--- src/rtl/wptr_full_gen_if.sv ---
// -----------------------------------------------------------------------------
// wptr_full_gen_if
// Write-domain bus of the async FIFO write-pointer / full-flag generator.
//   master : producer side (drives winc, wq2_rptr, clr_overflow)
//   slave  : wptr_full_gen (drives wen, waddr, wptr and the status flags)
// Signals:
//   winc         write request from the producer
//   wq2_rptr     Gray read pointer, already synchronized into the write clock
//   clr_overflow clears the sticky overflow flag
//   wen          memory write enable (combinational)
//   waddr        memory write address
//   wptr         registered Gray write pointer for the read-domain synchronizer
//   wfull        FIFO full
//   walmost_full fill level at or above the almost-full threshold
//   wlevel       write-side fill level, 0..depth
//   woverflow    sticky: a write was attempted while full
// -----------------------------------------------------------------------------
interface wptr_full_gen_if #(
  parameter int ADDR_WIDTH = 3
);
  logic                  winc;
  logic [ADDR_WIDTH:0]   wq2_rptr;
  logic                  clr_overflow;
  logic                  wen;
  logic [ADDR_WIDTH-1:0] waddr;
  logic [ADDR_WIDTH:0]   wptr;
  logic                  wfull;
  logic                  walmost_full;
  logic [ADDR_WIDTH:0]   wlevel;
  logic                  woverflow;

  modport master (
    output winc, wq2_rptr, clr_overflow,
    input  wen, waddr, wptr, wfull, walmost_full, wlevel, woverflow
  );

  modport slave (
    input  winc, wq2_rptr, clr_overflow,
    output wen, waddr, wptr, wfull, walmost_full, wlevel, woverflow
  );
endinterface

--- src/rtl/wptr_full_gen.sv ---
// -----------------------------------------------------------------------------
// wptr_full_gen
// Write-domain pointer and full-flag generator for an async FIFO.
// Keeps a binary write pointer (addresses the memory) and its Gray image
// (crosses to the read domain), and derives full / almost-full / fill level /
// overflow from the read pointer synchronized into this clock.
// Ports:
//   clk  write-domain clock
//   rst  asynchronous, active-high reset
//   bus  wptr_full_gen_if.slave (see interface file for signal list)
// Parameters:
//   ADDR_WIDTH   memory address width (>= 2); depth = 2**ADDR_WIDTH
//   AFULL_THRESH fill level at or above which walmost_full asserts (1..depth)
// -----------------------------------------------------------------------------
module wptr_full_gen #(
  parameter int ADDR_WIDTH   = 3,
  parameter int AFULL_THRESH = 6
) (
  input  logic            clk,
  input  logic            rst,
  wptr_full_gen_if.slave  bus
);
  localparam int          PW      = ADDR_WIDTH + 1;
  localparam logic [PW-1:0] AFULL_L = PW'(AFULL_THRESH);

  logic [PW-1:0] r_wbin;
  logic [PW-1:0] r_wptr;
  logic [PW-1:0] r_wlevel;
  logic          r_wfull;
  logic          r_walmost_full;
  logic          r_woverflow;

  logic          w_wen;
  logic          w_ovf_set;
  logic [PW-1:0] w_wbin_next;
  logic [PW-1:0] w_wgray_next;
  logic [PW-1:0] w_rbin_sync;
  logic [PW-1:0] w_level_next;
  logic [PW-1:0] w_full_gray;

  // Reset gates the enable so no memory write can slip through while the
  // pointers are being discarded.
  assign w_wen        = bus.winc & ~r_wfull & ~rst;
  assign w_ovf_set    = bus.winc & r_wfull;
  assign w_wbin_next  = r_wbin + PW'(w_wen);
  assign w_wgray_next = (w_wbin_next >> 1) ^ w_wbin_next;

  // Gray-to-binary: bit i is the XOR of all Gray bits from the MSB down to i.
  // NOTE: every bit of a combinational output is assigned on every pass, so
  // no latch can be inferred.
  always_comb begin
    w_rbin_sync = '0;
    for (int i = 0; i < PW; i++) begin
      w_rbin_sync[i] = ^(bus.wq2_rptr >> i);
    end
  end

  assign w_level_next = w_wbin_next - w_rbin_sync;

  // The write pointer is exactly one lap ahead of the read pointer when its
  // Gray code equals the read Gray code with the top two bits inverted.
  assign w_full_gray = {~bus.wq2_rptr[PW-1:PW-2], bus.wq2_rptr[PW-3:0]};

  // NOTE: state is updated with non-blocking assignments so every register
  // samples the pre-edge values of the others, independent of statement order.
  // NOTE: all state is a handful of flops, so the asynchronous reset clears
  // every one of them; there is no memory array here to leave unreset.
  always_ff @(posedge clk or posedge rst) begin
    if (rst) begin
      r_wbin         <= '0;
      r_wptr         <= '0;
      r_wfull        <= 1'b0;
      r_walmost_full <= 1'b0;
      r_wlevel       <= '0;
      r_woverflow    <= 1'b0;
    end else begin
      r_wbin         <= w_wbin_next;
      r_wptr         <= w_wgray_next;
      r_wfull        <= (w_wgray_next == w_full_gray);
      r_walmost_full <= (w_level_next >= AFULL_L);
      r_wlevel       <= w_level_next;
      // Set has priority over clear so a rejected write is never lost.
      r_woverflow    <= w_ovf_set | (r_woverflow & ~bus.clr_overflow);
    end
  end

  assign bus.wen          = w_wen;
  assign bus.waddr        = r_wbin[ADDR_WIDTH-1:0];
  assign bus.wptr         = r_wptr;
  assign bus.wfull        = r_wfull;
  assign bus.walmost_full = r_walmost_full;
  assign bus.wlevel       = r_wlevel;
  assign bus.woverflow    = r_woverflow;
endmodule

--- src/flat_wrapper.sv ---
// flat-port wrapper written by rule: the top's interface ports become plain ports
module wptr_full_gen_flat 
#(
  parameter int ADDR_WIDTH   = 3,
  parameter int AFULL_THRESH = 6
)
  (clk, rst, bus_winc, bus_wq2_rptr, bus_clr_overflow, bus_wen, bus_waddr, bus_wptr, bus_wfull, bus_walmost_full, bus_wlevel, bus_woverflow);
  wptr_full_gen_if #(.ADDR_WIDTH(ADDR_WIDTH)) bus_i ();
  input  logic clk;
  input  logic rst;
  input wire logic [$bits(bus_i.winc)-1:0] bus_winc;
  input wire logic [$bits(bus_i.wq2_rptr)-1:0] bus_wq2_rptr;
  input wire logic [$bits(bus_i.clr_overflow)-1:0] bus_clr_overflow;
  output wire logic [$bits(bus_i.wen)-1:0] bus_wen;
  output wire logic [$bits(bus_i.waddr)-1:0] bus_waddr;
  output wire logic [$bits(bus_i.wptr)-1:0] bus_wptr;
  output wire logic [$bits(bus_i.wfull)-1:0] bus_wfull;
  output wire logic [$bits(bus_i.walmost_full)-1:0] bus_walmost_full;
  output wire logic [$bits(bus_i.wlevel)-1:0] bus_wlevel;
  output wire logic [$bits(bus_i.woverflow)-1:0] bus_woverflow;
  assign bus_i.winc = bus_winc;
  assign bus_i.wq2_rptr = bus_wq2_rptr;
  assign bus_i.clr_overflow = bus_clr_overflow;
  assign bus_wen = bus_i.wen;
  assign bus_waddr = bus_i.waddr;
  assign bus_wptr = bus_i.wptr;
  assign bus_wfull = bus_i.wfull;
  assign bus_walmost_full = bus_i.walmost_full;
  assign bus_wlevel = bus_i.wlevel;
  assign bus_woverflow = bus_i.woverflow;
  wptr_full_gen #(.ADDR_WIDTH(ADDR_WIDTH), .AFULL_THRESH(AFULL_THRESH)) u_core (.clk(clk), .rst(rst), .bus(bus_i));
endmodule
--- config.mk ---
export PLATFORM = sky130hd
export DESIGN_NAME = wptr_full_gen_flat
export DESIGN_NICKNAME = d
export VERILOG_FILES = /design/src/rtl/wptr_full_gen_if.sv /design/src/rtl/wptr_full_gen.sv /design/src/flat_wrapper.sv
export SDC_FILE = /design/constraint.sdc
export NUM_CORES = 1
export LEC_CHECK = 0
export ABC_AREA = 1
export CORE_MARGIN = 2
export CORE_UTILIZATION = 45
export DETAILED_ROUTE_END_ITERATION = 8
export GPL_ROUTABILITY_DRIVEN = 1
export PLACE_DENSITY = 0.85
export SLEW_MARGIN = 20
export SYNTH_ARGS = -nofsm -noshare
export SYNTH_HDL_FRONTEND = slang
export SYNTH_SLANG_ARGS = --single-unit
--- constraint.sdc ---
create_clock -name clk -period 2.2 [get_ports clk]
set_input_delay 0.66 -clock clk [delete_from_list [all_inputs] [get_ports clk]]
set_output_delay 0.66 -clock clk [all_outputs]
set_load 0.02 [all_outputs]
== Word-level counts from Yosys, hierarchy flattened ==
Cells that the tools add are included.

* Input bits: 8
* Word-level logic and storage cells: 24
* Output and inout bits: 15
* Register bits after elaboration: 15

* Add/subtract/negate cells: 2
* Bitwise operators: 10
* Order comparisons: 1
* Equality and inequality tests: 1
* Reduce and logical (&&, ||, !) cells: 4

{| class="wikitable"
|+ Operators with widths
! kind !! number
|-
| parity 4 bit || 4
|-
| adder 4 x 1 -> 4 bit || 1
|-
| AND 1 bit || 4
|-
| equality test 4 bit || 1
|-
| greater-or-equal comparator 4 x 3 -> 1 bit, second input constant || 1
|-
| subtractor 4 bit || 1
|-
| bitwise XOR 3 x 4 -> 4 bit || 1
|-
| inverter 1 bit || 3
|-
| inverter 2 bit || 1
|-
| bitwise OR 1 bit || 1
|}

== Longest topological paths before layout ==
* Depth in word-level cells: 6
* Depth in mapped cells: 14
* Mapped depth without buffers: 14

== Least setup slack after synthesis ==
Ideal clock, no wire load.

* Path type: input to register
* Start point: in rst
* End point: reg u_core.r_walmost_full, in the netlist u_core.bus.walmost_full
* Library setup time: 126 ps
* Arrival time: 2,775 ps
* Data required time: 2,074 ps
* Path slack: -701 ps
* Buffers on the path: 0
* Stages: 13
* Cell sequence: inv_1 > nand2_1 > nor2_1 > ha_1 > ha_1 > inv_1 > nand2_1 > nand2_1 > ha_1 > a21oi_1 > inv_1 > nand3_1 > nand3_1

* Longest elaborated chain between the ends: 5

{| class="wikitable"
|+ Ends and longest elaborated chain
! element !! RTL line !! text
|-
| start: declaration || flat_wrapper.sv:10 || <nowiki>input logic rst;</nowiki>
|-
| inverter 1 bit || wptr_full_gen.sv:43 || <nowiki>assign w_wen = bus.winc & ~r_wfull & ~rst;</nowiki>
|-
| AND 1 bit || wptr_full_gen.sv:43 ||
|-
| named net bus_wen || flat_wrapper.sv:14 || <nowiki>output wire logic [$bits(bus_i.wen)-1:0] bus_wen;</nowiki>
|-
| adder 4 x 1 -> 4 bit || wptr_full_gen.sv:45 || <nowiki>assign w_wbin_next = r_wbin + PW'(w_wen);</nowiki>
|-
| named net u_core.w_wbin_next[2] || wptr_full_gen.sv:35 || <nowiki>logic [PW-1:0] w_wbin_next;</nowiki>
|-
| subtractor 4 bit || wptr_full_gen.sv:58 || <nowiki>assign w_level_next = w_wbin_next - w_rbin_sync;</nowiki>
|-
| greater-or-equal comparator 4 x 3 -> 1 bit || wptr_full_gen.sv:80 || <nowiki>r_walmost_full <= (w_level_next >= AFULL_L);</nowiki>
|-
| end signal: assignment || wptr_full_gen.sv:80 ||
|-
| end: declaration || wptr_full_gen.sv:30 || <nowiki>logic r_walmost_full;</nowiki>
|}

The timed path passes the listed nets, and every way through them passes these cells.

== Final worst setup path ==
* Start point: in rst
* End point: reg u_core.r_walmost_full, in the netlist u_core.bus.walmost_full

* Longest elaborated chain between the ends: 5

{| class="wikitable"
|+ Ends and longest elaborated chain
! element !! RTL line
|-
| inverter 1 bit || wptr_full_gen.sv:43
|-
| AND 1 bit || wptr_full_gen.sv:43
|-
| adder 4 x 1 -> 4 bit || wptr_full_gen.sv:45
|-
| named net u_core.w_wbin_next[1] || wptr_full_gen.sv:35
|-
| subtractor 4 bit || wptr_full_gen.sv:58
|-
| greater-or-equal comparator 4 x 3 -> 1 bit || wptr_full_gen.sv:80
|}

The timed path passes the listed nets, and every way through them passes these cells.

==> impl_summary.md <==
Outcome
The flow ran to the end, and the final reports show no timing, DRC or antenna violations.

Place
The detailed placer's ending HPWL is roughly 1.4 mm. The final estimated routing congestion in global placement is 0.854. The number of buffers inserted by port buffering is 22. The setup slack at placement is -0.535 ns. Including well taps, the total number of placed cells is roughly 140.

Timing
The number of max-slew violations in the final report is 0. The number of failing setup endpoints in the final timing report is 0. In the post-route analysis, the smallest setup slack over all paths is 0.0571 ns. Across the routed clock network, the largest skew measured is 0.00475 ns. The clock period minus worst slack is about 2.1 ns.

The count of final hold-check violations is 0. The transition at the pin with the smallest max-transition slack is about 0.27 ns. The accumulated negative setup slack is 0 ns. The max-slew headroom at the worst pin is ~80%. Of the available clock period, the critical path in the final layout requires a little over nine tenths. The highest achievable clock rate is 467 MHz. Setup repair after global routing left no endpoint under its margin.

Routing
In the routed layout, each cell is associated on average with a via count of around 5. The starting DRC count in detailed routing is 6. The post-detailed-route count of antenna-violating nets is 0. Wires add up to about 1.7 mm.

After detailed routing, the number of remaining DRC violations is 0. The first-pass iteration count of the detailed router is 3. The routed wire length per instance is 11.9 um. The total via count after detailed routing is between 700 and 800.

Synth
Of the total synthesized cell area, the portion taken by XOR and XNOR cells is approximately 7.7%. Counting every instance in the synthesized netlist gives 90. Counting every net in the synthesized netlist gives 104. After synthesis, the largest family of logic cells by area is simple AND/OR/NAND/NOR gates. The top cell type's share of synthesized area is between 40% and 50%. Summing the areas of all compound-gate instances in the mapped netlist gives between 2 and 2.5% of the synthesized area. The mean post-synth cell area is 8.45 um^2. The synthesized netlist devotes about 11% of its cell area to adder and majority cells. The synthesized design spends more area on one cell type than any other, namely dfrtp_1.

The number of storage elements in the synthesis netlist is 14. The number of unique standard cell types used by synthesis is 15. The total number of yosys warnings is 0. In this run the cell area of the synthesized design comes to around 760 um^2. After synthesis, the cell types taking the most area are dfrtp_1 46%, nand2_1 13%, inv_1 9.4%, ha_1 8.2%, nand3_1 7.2%. The part of the Yosys area used for sequential elements is a little under half. The share of cell area taken by muxes after synthesis is 0%. After Yosys synthesis, and, or, nand and nor cells account for 23.7% of the synthesized area.

Clock tree
The clock transition at the registers of the reported paths is approximately 0.080 ns. The clock net sink count is 14. In this run the number of H-tree levels came out at 1. Clock latency on the worst-skew pair, taken at its later pin, is between 0.2 and 0.3 ns. In this run, post-CTS hold repair placed 0 buffers. The tree is rooted in a clkbuf_4. TritonCTS built the clock tree. The number of clock buffers inserted by TritonCTS is 3. The buffer depth of the longest clock path is 2.

Power
For this design the total switching power over the nets is between 800 and 900 uW. The portion of total power attributed to the clock network is around a tenth. The power per cell area is approximately 1600 mW/mm^2. The worst supply voltage drop on vdd is around 1.0 mV. Summed over all cells, the static leakage comes to between 0.0006 and 0.0007 uW.

The switching power as a share of total power is between 40% and 50%. Internal power comes to ~1100 uW. The relative contribution of sequential cells to total power is 25.3%. Combinational cells account for ~65% of the total power.

Global route
The global-route wire length before repair is 2.90 mm. Global routing used a little over a fifth of the available tracks across all layers. Global routing consumed, on the met2 layer, approximately 37% of the routing resources. Entering global routing, the biggest net connects 15 pins.

In this run the most used layer during global routing was met2. Global routing consumed, on the met3 layer, about 3.6% of the routing resources. The met1 capacity usage during global routing is 21.9%. The number of antenna violations at the first check in global routing is 0. The number of global-route vias before repair was 728. The final global-route overflow total is 0.

Die
From bottom edge to top edge, the die measures between 40 and 50 um. The area of the placeable core is 0.00154 mm^2. The area of the die is just over 0.002 mm^2.

The number of I/O pins is 23. The initialized floorplan defines 14 standard-cell rows. The width of the die is roughly 45 um. The initial core utilization is between 40% and 50%.

Layout
The final net count is 145. The post-route netlist has 26.2% of its cells at a drive strength greater than 1. The number of standard cells in the layout, taps in and fillers out is 146. Leaving out fill and tap cells, the most frequent cell in the layout is nand2_1. The antenna cell count is 0. In the layout the commonest cells are 25 x nand2_1, 16 x inv_1, 16 x clkdlybuf4s50_1. The area added between synthesis and finish is 58.2%.

Setup path
The worst setup path is of the input pin to register kind. The worst setup path is launched from an input pin. The worst setup path is captured at a register. The endpoint required time on the critical path is around 2.4 ns. Along the worst path, the maximum fanout reaches 5. The data arrival time at the worst-slack endpoint is 2.32 ns.

Run
The total of max-cap violations is 0.

Hold path
The path class of the lowest-slack min-delay path is register to register.
==> cells in the mapped netlist <==
| library cell | instances |
|---|---|
| o21bai_1 | 1 |
| nand4_1 | 2 |
| nand2_1 | 27 |
| xnor2_1 | 1 |
| xor2_2 | 1 |
| nand3_1 | 11 |
| xor2_1 | 2 |
| inv_1 | 19 |
| fa_1 | 1 |
| dfrtp_1 | 14 |
| nor2_1 | 3 |
| o21ai_0 | 1 |
| a21oi_1 | 1 |
| xnor2_2 | 1 |
| ha_1 | 5 |
==> per-stage QoR <==
stage	util (%)	area (um^2)	hold WS [ns]	total power (uW)
after floorplan	-	826	0.483	1200
after global placement	75.5	1160	0.518	1670
after detailed placement	75.5	1160	0.532	1720
after CTS	77.6	1200	0.547	1920
after global routing	78.1	1200	0.568	2050
final	78.1	1200	0.540	1910
==> what timing repair did <==
item | CTS | global route
endpoints found under the setup margin | 6 | 1
buffers inserted | 0 | 1
resized for setup | 7 | 4
pin swaps | 4 | 5
==> state kept, by name (all words and copies together) (netlist names) <==
| signal | cells |
|---|---|
| u_core.bus.wlevel | 4 |
| u_core.r_wbin | 4 |
| u_core.bus.wptr | 3 |
| u_core.bus.walmost_full | 1 |
| u_core.bus.wfull | 1 |
| u_core.bus.woverflow | 1 |
==> power by group through the flow <==
stage               clock network (uW)  registers (uW)  logic (uW)
global route                       206             496        1350
global placement                     0             476        1190
floorplan                            0             640         560
CTS                                193             484        1240
finish                             191             484        1240
detailed placement                   0             490        1230
==> logic make-up (layout without fill, tap and decap cells) <==
family | after synthesis | count (layout)
compound gates | 3 | 3
xor+xnor | 5 | 5
fa+ha+maj | 6 | 6
buf+inv | 19 | 59
flops | 14 | 14
simple gates | 43 | 43
==> routing by layer <==
| metal | share of wire [%] | up-vias | routed length, um |
|---|---|---|---|
| met2 | 52 | 23 | 902 |
| met3 | 4.7 | 9 | 82 |
| met4 | 5.6 | 0 | 98 |
| met1 | 38 | 338 | 657 |
| li1 | - | 355 | - |
| met5 | 0 | - | 0 |
==> critical path, cell delays in order <==
cell and delay (ns):
dlygate4sd2_1 0.24, clkinvlp_4 0.10, nand2_2 0.09, nor2_4 0.04
ha_4 0.17, ha_4 0.26, ha_1 0.29, inv_1 0.05
o21bai_1 0.07, a21oi_2 0.14, inv_1 0.05, nand3_1 0.08
nand3_1 0.08
==> final cells by class <==
class | count | area [um^2]
Clock buffer | 4 | 36.3
Fill cell | 106 | 338
Inverter | 19 | 77.6
Multi-Input combinational cell | 57 | 398
Sequential cell | 14 | 350
Tap cell | 16 | 20.0
Timing Repair Buffer | 36 | 322
==> final timing paths <==
check | start | endpoint | slack, ns | depth (start not counted)
setup / recovery | rst | u_core.bus.walmost_full | 0.06 | 13
hold reg to reg | u_core.bus.woverflow | u_core.bus.woverflow | 0.54 | 2
min in group asynchronous | rst | u_core.r_wbin[1] | 0.63 | 4
max in group asynchronous | rst | u_core.bus.wlevel[0] | 1.41 | 4
hold / removal | u_core.bus.woverflow | u_core.bus.woverflow | 0.54 | 2
setup reg to reg | u_core.bus.wfull | u_core.bus.walmost_full | 0.38 | 10
Note: power is estimated with default switching activity, not from simulation.
